===== src/rtl/uart_frame_tx_if.sv =====
// Frame sender bus: application request side plus the UART byte handshake.
interface uart_frame_tx_if #(
   parameter int NBYTES = 40
);
   logic                send;
   logic [8*NBYTES-1:0] data;
   logic                abort;
   logic                busy;
   logic                done;
   logic                tx_start;
   logic [7:0]          tx_data;
   logic                tx_busy;
   logic                tx_done;

   modport master (
      output send, data, abort, tx_busy, tx_done,
      input  busy, done, tx_start, tx_data
   );

   modport slave (
      input  send, data, abort, tx_busy, tx_done,
      output busy, done, tx_start, tx_data
   );
endinterface


===== src/rtl/uart_frame_tx.sv =====
// Multi-byte frame sender: snapshots a wide word and feeds it bytewise
// to a UART, with optional header/checksum bytes and abort.
module uart_frame_tx #(
   parameter int         NBYTES    = 40,
   parameter bit         MSB_FIRST = 1'b0,
   parameter bit         HDR_EN    = 1'b0,
   parameter logic [7:0] HEADER    = 8'hA5,
   parameter bit         CSUM_EN   = 1'b0
) (
   input logic            clk,
   input logic            rst,
   uart_frame_tx_if.slave bus
);
   localparam int L  = int'(HDR_EN) + NBYTES + int'(CSUM_EN);
   localparam int IW = $clog2(L + 1);
   localparam logic [IW-1:0] LAST = IW'(L - 1);

   typedef enum logic [1:0] {
      IDLE,
      ISSUE,
      WAIT,
      DONE
   } state_t;

   state_t              state_q, state_d;
   logic [8*NBYTES-1:0] frame_q, frame_d;
   logic [IW-1:0]       idx_q, idx_d;
   logic [7:0]          sum_q, sum_d;
   logic [7:0]          tx_data_q, tx_data_d;
   logic                tx_start_q, tx_start_d;
   logic                done_q, done_d;
   logic                busy_q, busy_d;

   logic       is_hdr;
   logic       is_csum;
   int         pos;
   int         pidx;
   logic [7:0] byte_sel;

   assign is_hdr  = HDR_EN && (idx_q == '0);
   assign is_csum = CSUM_EN && (idx_q == LAST);

   // Slot index to payload byte number, honouring byte order.
   always_comb begin
      pos      = int'(idx_q) - int'(HDR_EN);
      pidx     = MSB_FIRST ? (NBYTES - 1 - pos) : pos;
      byte_sel = '0;
      for (int b = 0; b < NBYTES; b++) begin
         if (b == pidx) byte_sel = frame_q[8*b +: 8];
      end
   end

   always_comb begin
      state_d    = state_q;
      frame_d    = frame_q;
      idx_d      = idx_q;
      sum_d      = sum_q;
      tx_data_d  = tx_data_q;
      tx_start_d = 1'b0;
      done_d     = 1'b0;
      if (bus.abort && (state_q != IDLE)) begin
         state_d = IDLE;
         idx_d   = '0;
      end else begin
         unique case (state_q)
            IDLE: begin
               if (bus.send) begin
                  state_d = ISSUE;
                  frame_d = bus.data;
                  idx_d   = '0;
                  sum_d   = '0;
               end
            end
            ISSUE: begin
               if (!bus.tx_busy) begin
                  state_d    = WAIT;
                  tx_start_d = 1'b1;
                  if (is_hdr) begin
                     tx_data_d = HEADER;
                  end else if (is_csum) begin
                     tx_data_d = sum_q;
                  end else begin
                     tx_data_d = byte_sel;
                     sum_d     = sum_q + byte_sel;
                  end
               end
            end
            WAIT: begin
               if (bus.tx_done) begin
                  if (idx_q == LAST) begin
                     state_d = DONE;
                     done_d  = 1'b1;
                  end else begin
                     state_d = ISSUE;
                     idx_d   = idx_q + 1'b1;
                  end
               end
            end
            DONE: begin
               state_d = IDLE;
            end
            default: begin
               state_d = IDLE;
            end
         endcase
      end
      busy_d = (state_d != IDLE);
   end

   always_ff @(posedge clk or posedge rst) begin
      if (rst) begin
         state_q    <= IDLE;
         frame_q    <= '0;
         idx_q      <= '0;
         sum_q      <= '0;
         tx_data_q  <= '0;
         tx_start_q <= 1'b0;
         done_q     <= 1'b0;
         busy_q     <= 1'b0;
      end else begin
         state_q    <= state_d;
         frame_q    <= frame_d;
         idx_q      <= idx_d;
         sum_q      <= sum_d;
         tx_data_q  <= tx_data_d;
         tx_start_q <= tx_start_d;
         done_q     <= done_d;
         busy_q     <= busy_d;
      end
   end

   assign bus.busy     = busy_q;
   assign bus.done     = done_q;
   assign bus.tx_start = tx_start_q;
   assign bus.tx_data  = tx_data_q;
endmodule

===== src/flat_wrapper.sv =====
// flat-port wrapper written by rule: the top's interface ports become plain ports
module uart_frame_tx_flat 
#(
   parameter int         NBYTES    = 40,
   parameter bit         MSB_FIRST = 1'b0,
   parameter bit         HDR_EN    = 1'b0,
   parameter logic [7:0] HEADER    = 8'hA5,
   parameter bit         CSUM_EN   = 1'b0
)
  (clk, rst, bus_send, bus_data, bus_abort, bus_tx_busy, bus_tx_done, bus_busy, bus_done, bus_tx_start, bus_tx_data);
  uart_frame_tx_if #(.NBYTES(NBYTES)) bus_i ();
  input logic clk;
  input logic rst;
  input wire logic [$bits(bus_i.send)-1:0] bus_send;
  input wire logic [$bits(bus_i.data)-1:0] bus_data;
  input wire logic [$bits(bus_i.abort)-1:0] bus_abort;
  input wire logic [$bits(bus_i.tx_busy)-1:0] bus_tx_busy;
  input wire logic [$bits(bus_i.tx_done)-1:0] bus_tx_done;
  output wire logic [$bits(bus_i.busy)-1:0] bus_busy;
  output wire logic [$bits(bus_i.done)-1:0] bus_done;
  output wire logic [$bits(bus_i.tx_start)-1:0] bus_tx_start;
  output wire logic [$bits(bus_i.tx_data)-1:0] bus_tx_data;
  assign bus_i.send = bus_send;
  assign bus_i.data = bus_data;
  assign bus_i.abort = bus_abort;
  assign bus_i.tx_busy = bus_tx_busy;
  assign bus_i.tx_done = bus_tx_done;
  assign bus_busy = bus_i.busy;
  assign bus_done = bus_i.done;
  assign bus_tx_start = bus_i.tx_start;
  assign bus_tx_data = bus_i.tx_data;
  uart_frame_tx #(.NBYTES(NBYTES), .MSB_FIRST(MSB_FIRST), .HDR_EN(HDR_EN), .HEADER(HEADER), .CSUM_EN(CSUM_EN)) u_core (.clk(clk), .rst(rst), .bus(bus_i));
endmodule

===== config.mk =====
export PLATFORM = sky130hd
export DESIGN_NAME = uart_frame_tx_flat
export DESIGN_NICKNAME = d
export VERILOG_FILES = /design/src/rtl/uart_frame_tx_if.sv /design/src/rtl/uart_frame_tx.sv /design/src/flat_wrapper.sv
export SDC_FILE = /design/constraint.sdc
export NUM_CORES = 1
export LEC_CHECK = 0
export CAP_MARGIN = 25
export CORE_ASPECT_RATIO = 1.4
export CORE_UTILIZATION = 56
export DETAILED_ROUTE_END_ITERATION = 16
export PLACE_DENSITY = 0.86
export SYNTH_ARGS = -nofsm -noshare
export SYNTH_HDL_FRONTEND = slang
export SYNTH_SLANG_ARGS = --single-unit

===== constraint.sdc =====
create_clock -name clk -period 32.5 [get_ports clk]
set_input_delay 4.875 -clock clk [delete_from_list [all_inputs] [get_ports clk]]
set_output_delay 4.875 -clock clk [all_outputs]
set_load 0.02 [all_outputs]

# Word-level counts from Yosys, hierarchy flattened
# Index checks and enable logic that the tools add are counted.
dict set report classes {
  n_addsub 1
  eq_ne 46
  n_mux 58
  bitwise 2
  n_reduce_logical 9
}
# op count
set op_table {}
lappend op_table {{8-bit two-way mux} 40}
lappend op_table {{6-bit == test, first input constant} 24}
lappend op_table {{5-bit by 6-bit == test with 1-bit output, first input constant} 8}
lappend op_table {{32-bit logical NOT} 1}
lappend op_table {{4-bit by 6-bit == test with 1-bit output, first input constant} 4}
lappend op_table {{6-bit two-way mux} 4}
lappend op_table {{3-bit by 6-bit == test with 1-bit output, first input constant} 2}
lappend op_table {{6-bit case mux with 2 select lines} 1}
lappend op_table {{2-bit two-way mux} 5}
lappend op_table {{3-bit by 2-bit != test with 1-bit output, second input constant} 3}
lappend op_table {{2-bit case mux with 4 select lines} 1}
lappend op_table {{1-bit two-way mux} 7}
lappend op_table {{6-bit by 1-bit adder with 6-bit output, second input constant} 1}
lappend op_table {{2-bit by 6-bit == test with 1-bit output, first input constant} 1}
lappend op_table {{6-bit == test, second input constant} 1}
lappend op_table {{3-bit AND reduction} 2}
lappend op_table {{2-bit == test, second input constant} 2}
lappend op_table {{4-bit AND reduction} 1}
lappend op_table {{2-bit nonzero test} 2}
lappend op_table {{3-bit nonzero test} 1}
lappend op_table {{2-bit by 1-bit == test with 1-bit output, second input constant} 1}
lappend op_table {{2-bit logical NOT} 1}
lappend op_table {{1-bit inverter} 2}
lappend op_table {{1-bit logical AND} 1}
dict set report totals {
  ff_bits 339
  inputBits 326
  out_inout_bits 11
  elab_cells 123
}

# Longest topological paths before layout
# Gate-level depths: netlist of the first run.
dict set report depth {
  word_depth 41
  mapped_depth 12
  ltp_nobuf 9
}

# Worst setup path before layout of the first run
# OpenSTA, ideal clock, no wires.
dict set report synth_path {
  kind {input to register}
  start {in bus_abort}
  end {reg u_core.tx_data_q[5], in the netlist u_core.bus.tx_data[5]}
  setup_time_ps 127
  arrival_time_ps 6394
  required_time_ps 32373
  slack_ps 25979
  cell_stages 7
  n_path_buf 2
  path_cell_list {or4b_1 buf_2 buf_2 a32o_1 a211o_1 nor3_1 a21oi_1}
}
dict set report synth_via {
  elab_chain_len 3
}
# element line_no
set synth_lines {}
lappend synth_lines {{from (decl)} flat_wrapper.sv:16} ;# input wire logic [$bits(bus_i.abort)-1:0] bus_abort;
lappend synth_lines {{1-bit logical AND} uart_frame_tx.sv:61} ;# if (bus.abort && (state_q != IDLE)) begin
lappend synth_lines {{1-bit inverter (no source line)} n/a}
lappend synth_lines {{3-bit AND reduction (no source line)} n/a}
lappend synth_lines {{to (signal assigned)} uart_frame_tx.sv:125} ;# tx_data_q <= tx_data_d;
lappend synth_lines {{to (decl)} uart_frame_tx.sv:29} ;# logic [7:0] tx_data_q, tx_data_d;
# No other way between the ends.
# A chain may end at the register's enable or synchronous reset.

# Worst setup path in the final report of the first run
dict set report layout_path {
  start {in bus_send}
  end {reg u_core.frame_q[179]}
}
dict set report layout_via {
  elab_chain_len 1
}
# element line_no
set layout_lines {}
lappend layout_lines {{from (decl)} flat_wrapper.sv:14} ;# input wire logic [$bits(bus_i.send)-1:0] bus_send;
lappend layout_lines {{3-bit AND reduction (no source line)} n/a}
lappend layout_lines {{to (signal assigned)} uart_frame_tx.sv:122} ;# frame_q <= frame_d;
lappend layout_lines {{to (decl)} uart_frame_tx.sv:26} ;# logic [8*NBYTES-1:0] frame_q, frame_d;
# No other way between the ends.

==> results.toml, run 1 <==
[outcome]
status = "completed"

[cts]
post_cts_buffers = 0
clock_path_buffers = 3
htreeDepth = 2
numCtsBuffers = 34
clkSlewWorstSetupHoldPaths_ns = 0.06
clk_latency_ns = 0.53
cts_resized = 0
postCtsHoldBufs = 0
cts.sink_count = 339
cts-root-buf = "clkbuf_16"
cts_tree = "done"

[sta]
fin_skew_ns = 0.01375
relSlewSlack = 0.2696
whs_ns = 0.5058
drv_slew = 0
worstMarginPinSlew_ns = 1.096
hold_viol = 0
finalSetupTns_ns = 0
clock.fmax_mhz = 137.8
post-route-period-util = 0.2232
rsz0062_at_grt = "no"
fin_crit_ns = 7.256
layout_setup_ws_ns = 25.24
setup_viol = 0

[floorplan]
dieArea_um2 = 30510
core_um2 = 29260
start_util = 0.5705
rows = 74
die_h_um = 206.3
chipWidth_um = 147.9
io_pins = 337

[global_route]
grt_pass1_wl_mm = 86.56
antenna_found_initial = 0
grt_pass1_vias = 14890
grt_max_degree = 179
overflow = 0
track_usage = 0.3819

[synth]
synth_nets = 1769
yosysWarningCount = 0
ys_types = 81
synth_edf_count = 0
synthCells = 1439
synth-async-reset-ratio = 1.000
ys.flop_type = "dfrtp_1"
syn_area_per_cell_um2 = 11.60
synth_seq_cells = 339
synth_area_um2 = 16690
ys_seq_area_frac = 0.5082

[pwr]
power.total_mw = 1.257
irDropWorstVdd_mv = 0.03977
powerDensity_nw_per_um2 = 58.38
p_leak_nw = 8.518

[route]
routed_wl_mm = 57.71
vias = 14350
drt_iter0_markers = 1423
dr.pass1.iters = 6
ant_nets = 0
routedWlPerCell_um = 26.86
routed_via_density = 6.680
drc = 0

[worst_setup_path]
crit_required_ns = 32.91
end_kind = "register"
worstPathArrival_ns = 7.66
cp_max_fo = 178
critPathKind = "input pin to register"
cp-start-kind = "input pin"

[final_layout]
n_antenna_cell = 0
design_area_um2 = 21540
nNetsFinal = 2074
area_delta_synth_final_pct = 29.03
drive_gt1_frac = 0.2353

[place]
post-place-ws_ns = 24.48
dp_hpwl_mm = 41.87
io_buffers = 336
place_congestion = 0.9651
dpl_cell_area_um2 = 20240

[min_path]
min_path_type = "register to register"

[run]
max_cap_violations = 0
## sequential cells by signal, summed over array words and instances (netlist names)
| register | cells |
|---|---|
| u_core.idx_q | 6 |
| u_core.bus.tx_start | 1 |
| u_core.state_q | 2 |
| u_core.bus.done | 1 |
| u_core.bus.busy | 1 |
| u_core.frame_q | 320 |
| u_core.bus.tx_data | 8 |
## stage by stage
step / util / std cells
3_5_place_dp: 0.6918 / 2084
3_3_place_gp: 0.6918 / 2084
2_1_floorplan: - / 1439
4_1_cts: 0.7326 / 2144
5_1_grt: 0.7361 / 2148
6_report: 0.7361 / 2148
## placed cells by master, fill, tap and decap left out, drive strengths merged, types with 14 or more instances in the layout
| master | n |
|---|---|
| dfrtp | 339 |
| clkdlybuf4s50 | 336 |
| mux2 | 313 |
| nand2 | 102 |
| nor2 | 93 |
| o21ai | 64 |
| clkbuf | 47 |
| a21oi | 38 |
| nor3 | 38 |
| nand3 | 32 |
| a221oi | 32 |
| o211ai | 26 |
| o22ai | 20 |
| o221ai | 18 |
| buf | 17 |
| a211oi | 15 |
| a31oi | 14 |
## worst max-delay path, cell delays in order
cell and delay (ns):
clkdlybuf4s50_1 0.52, nor3b_2 0.19, buf_4 0.66, buf_12 0.58
mux2_2 0.44
## final timing paths
kind,from,end,slack [ns],cells after the start
worst min-delay path,u_core.frame_q[124],u_core.frame_q[124],0.51,1
worst max-delay path,bus_send,u_core.frame_q[179],25.24,5
max in group asynchronous,rst,u_core.frame_q[234],25.33,5
worst min register to register,u_core.frame_q[124],u_core.frame_q[124],0.51,1
worst max register to register,u_core.idx_q[0],u_core.bus.tx_data[0],28.49,10
min in group asynchronous,rst,u_core.frame_q[298],4.90,2
## cells by family (layout without fill, tap and decap cells)
kind of cell / count (synthesis) / in the layout / share of synthesized area
AND/OR/NAND/NOR: 367 / 367 / 0.1111
flip-flops: 339 / 339 / 0.5082
multiplexers: 315 / 315 / 0.2124
AO/OA/AOI/OAI: 314 / 314 / 0.1361
buffers and inverters: 97 / 426 / 0.02759
adder cells (fa/ha/maj): 4 / 4 / 0.002999
XOR/XNOR: 3 / 3 / 0.001575
## Yosys cell counts (11+ instances only)
library cell	number	area, µm²
nand3_1	32	160.2
nor2_1	88	330.3
a31oi_1	13	81.33
a211oi_1	14	105.1
clkbuf_1	52	195.2
nor3_1	37	185.2
o21ai_0	61	305.3
o221ai_1	18	157.7
o22ai_1	20	125.1
a221oi_1	32	280.3
o211ai_1	26	195.2
nor2b_1	11	68.82
and3_1	12	75.07
buf_2	20	100.1
dfrtp_1	339	8483
a21oi_1	38	190.2
mux2_2	313	3525
inv_1	13	48.80
nand2_1	100	375.4
a221o_1	12	120.1
## metal layers
| layer | routed length (µm) | track usage | vias up |
|---|---|---|---|
| met5 | 0 | 0 | - |
| met4 | 5001 | 0.3096 | 0 |
| met3 | 4521 | 0.05982 | 272 |
| met2 | 27890 | 0.6240 | 963 |
| met1 | 20290 | 0.4483 | 7081 |
| li1 | - | - | 6032 |
## where the power goes
group          total [mW]  switching [mW]  internal, mW
logic               0.236          0.0928         0.143
clock network       0.418           0.169         0.249
registers           0.604          0.0764         0.527
total                1.26           0.338         0.919
## layout make-up
cell class	instances	area, µm²
Sequential cell	339	8483
Multi-Input combinational cell	1003	7752
Fill cell	1973	7722
Timing Repair Buffer	353	3576
Clock buffer	47	1044
Tap cell	380	475.5
Clock inverter	13	148.9
Inverter	13	56.30
(Power assumes the default switching activity.)
==> run 2: changes to the inputs <==
CORE_UTILIZATION = 52   (was 56)
PLACE_DENSITY = 0.81   (was 0.86)
clock period = 7 ns   (was 32.5 ns; I/O delays follow)
==> results.toml, run 2 (same netlist as run 1, synthesis figures left out) <==
[outcome]
status = "completed"

[final_layout]
fin_cells = 2163
postLayoutCoreUtil = 0.6799
area_delta_synth_final_pct = 28.73
largest_register_ffs = 320
regMostFlops = "u_core.frame_q"
final_cell_mix = "dfrtp_1, clkdlybuf4s50_1, mux2_2"
drive_gt1_frac = 0.2342
design_area_um2 = 21490
n_antenna_cell = 0
regArea_um2 = 8483
multi_input_area_um2 = 7752
final_common_cell = "dfrtp_1"
fillCellCount = 2328
nNetsFinal = 2072

[worst_setup_path]
critPathBufInv = 0
crit_path_top_delay_cell = "nor2b_1"
cp_slowest_stage_delay_ns = 0.89
critPathKind = "register to register"
crit_chain = "nor2b_1 -> nand3_1 -> nand3_1 -> a21oi_1 -> nor4_1 -> a21oi_1 -> and2_1"
r2r_slack_ns = 2.76
crit_start = "u_core.idx_q[4]"
reg2reg_depth = 7
worstPathArrival_ns = 4.66
r2r_end = "u_core.bus.tx_data[2]"
r2r-start = "u_core.idx_q[4]"
worstSetupEndpoint = "u_core.bus.tx_data[2]"
crit_required_ns = 7.42
end_kind = "register"
cp_max_fo = 26
crit_cells = 7
crit_family = "simple AND/OR/NAND/NOR gates"
cp-start-kind = "register"

[route]
wl_met1_mm = 20.50
wl_met3_mm = 4.437
routed_wl_mm = 56.28
ant_nets = 0
drc = 0
highest_layer = "met4"
dr.pass1.iters = 9
wl_met2_mm = 27.56
routed_via_density = 6.505
vias = 14070
drt_iter0_markers = 1306
routedWlPerCell_um = 26.02

[min_path]
min_path_type = "register to register"

[cts]
post_cts_buffers = 0
postCtsHoldBufs = 0
cts.sink_count = 339
htreeDepth = 2
cts_resized = 0
cts-root-buf = "clkbuf_16"
numCtsBuffers = 34
clkSlewWorstSetupHoldPaths_ns = 0.06
clock_path_buffers = 3
cts_tree = "done"
clk_latency_ns = 0.54

[floorplan]
chipWidth_um = 153.4
rows = 77
io_pins = 337
die_h_um = 214.0
start_util = 0.5282
core_um2 = 31600
dieArea_um2 = 32830

[global_route]
overflow = 0
grt_pass1_wl_mm = 84.86
track_usage = 0.3431
antenna_found_initial = 0
grt_max_degree = 154
grt_pass1_vias = 14340

[sta]
relSlewSlack = 0.2667
setup_viol = 0
hold_viol = 0
finalSetupTns_ns = 0
fin_skew_ns = 0.01831
post-route-period-util = 0.6054
fin_crit_ns = 4.238
drv_slew = 0
clock.fmax_mhz = 236.0
rsz0062_at_grt = "no"
worstMarginPinSlew_ns = 1.098

[place]
place_congestion = 0.9577
dp_hpwl_mm = 41.83
place_inst = 2099
dpl_cell_area_um2 = 20270
io_buffers = 336

[pwr]
p_leak_nw = 8.472
power.total_mw = 5.782
irDropWorstVdd_mv = 0.1902
powerDensity_nw_per_um2 = 269.1

[run]
max_cap_violations = 0
## run 2: per-layer routing
layer / track usage / vias up
li1: - / 6037
met1: 0.4140 / 6950
met2: 0.5784 / 874
met3: 0.05205 / 210
met4: 0.2090 / 0
met5: 0 / -
## run 2: how the worst min path moves through the flow
stage | start | to | slack [ns] | depth (start not counted)
floorplan | u_core.frame_q[275] | u_core.frame_q[275] | 0.47 | 1
global placement | u_core.frame_q[190] | u_core.frame_q[190] | 0.48 | 1
detailed placement | u_core.frame_q[190] | u_core.frame_q[190] | 0.49 | 1
CTS | u_core.frame_q[190] | u_core.frame_q[190] | 0.51 | 1
global route | u_core.frame_q[135] | u_core.frame_q[135] | 0.52 | 1
finish | u_core.frame_q[190] | u_core.frame_q[190] | 0.51 | 1
## run 2: worst register-to-register path, delay by kind of cell, from the launching register on
family | cells | cell delay, ns
AND/OR/NAND/NOR | 5 | 3.02
flip-flops | 1 | 0.70
AO/OA/AOI/OAI | 2 | 0.41
## run 2: final cells by class
type	instances	share of cell area
Clock buffer	47	0.04764
Clock inverter	15	0.006464
Inverter	13	0.002446
Multi-Input combinational cell	1003	0.3608
Sequential cell	339	0.3948
Tap cell	395	0.02300
Timing Repair Buffer	351	0.1648
## run 2: metrics by stage
step           worst slack, ns  hold WS, ns
6_report                 2.762       0.5065
5_1_grt                  2.770       0.5210
4_1_cts                  2.902       0.5074
3_5_place_dp             2.750       0.4937
3_3_place_gp             2.667       0.4819
2_1_floorplan            1.417       0.4714
## run 2: power by group
part	internal [mW]	switching, mW
Sequential	2.45	0.361
Combinational	0.659	0.420
Clock	1.10	0.791
Total	4.21	1.57
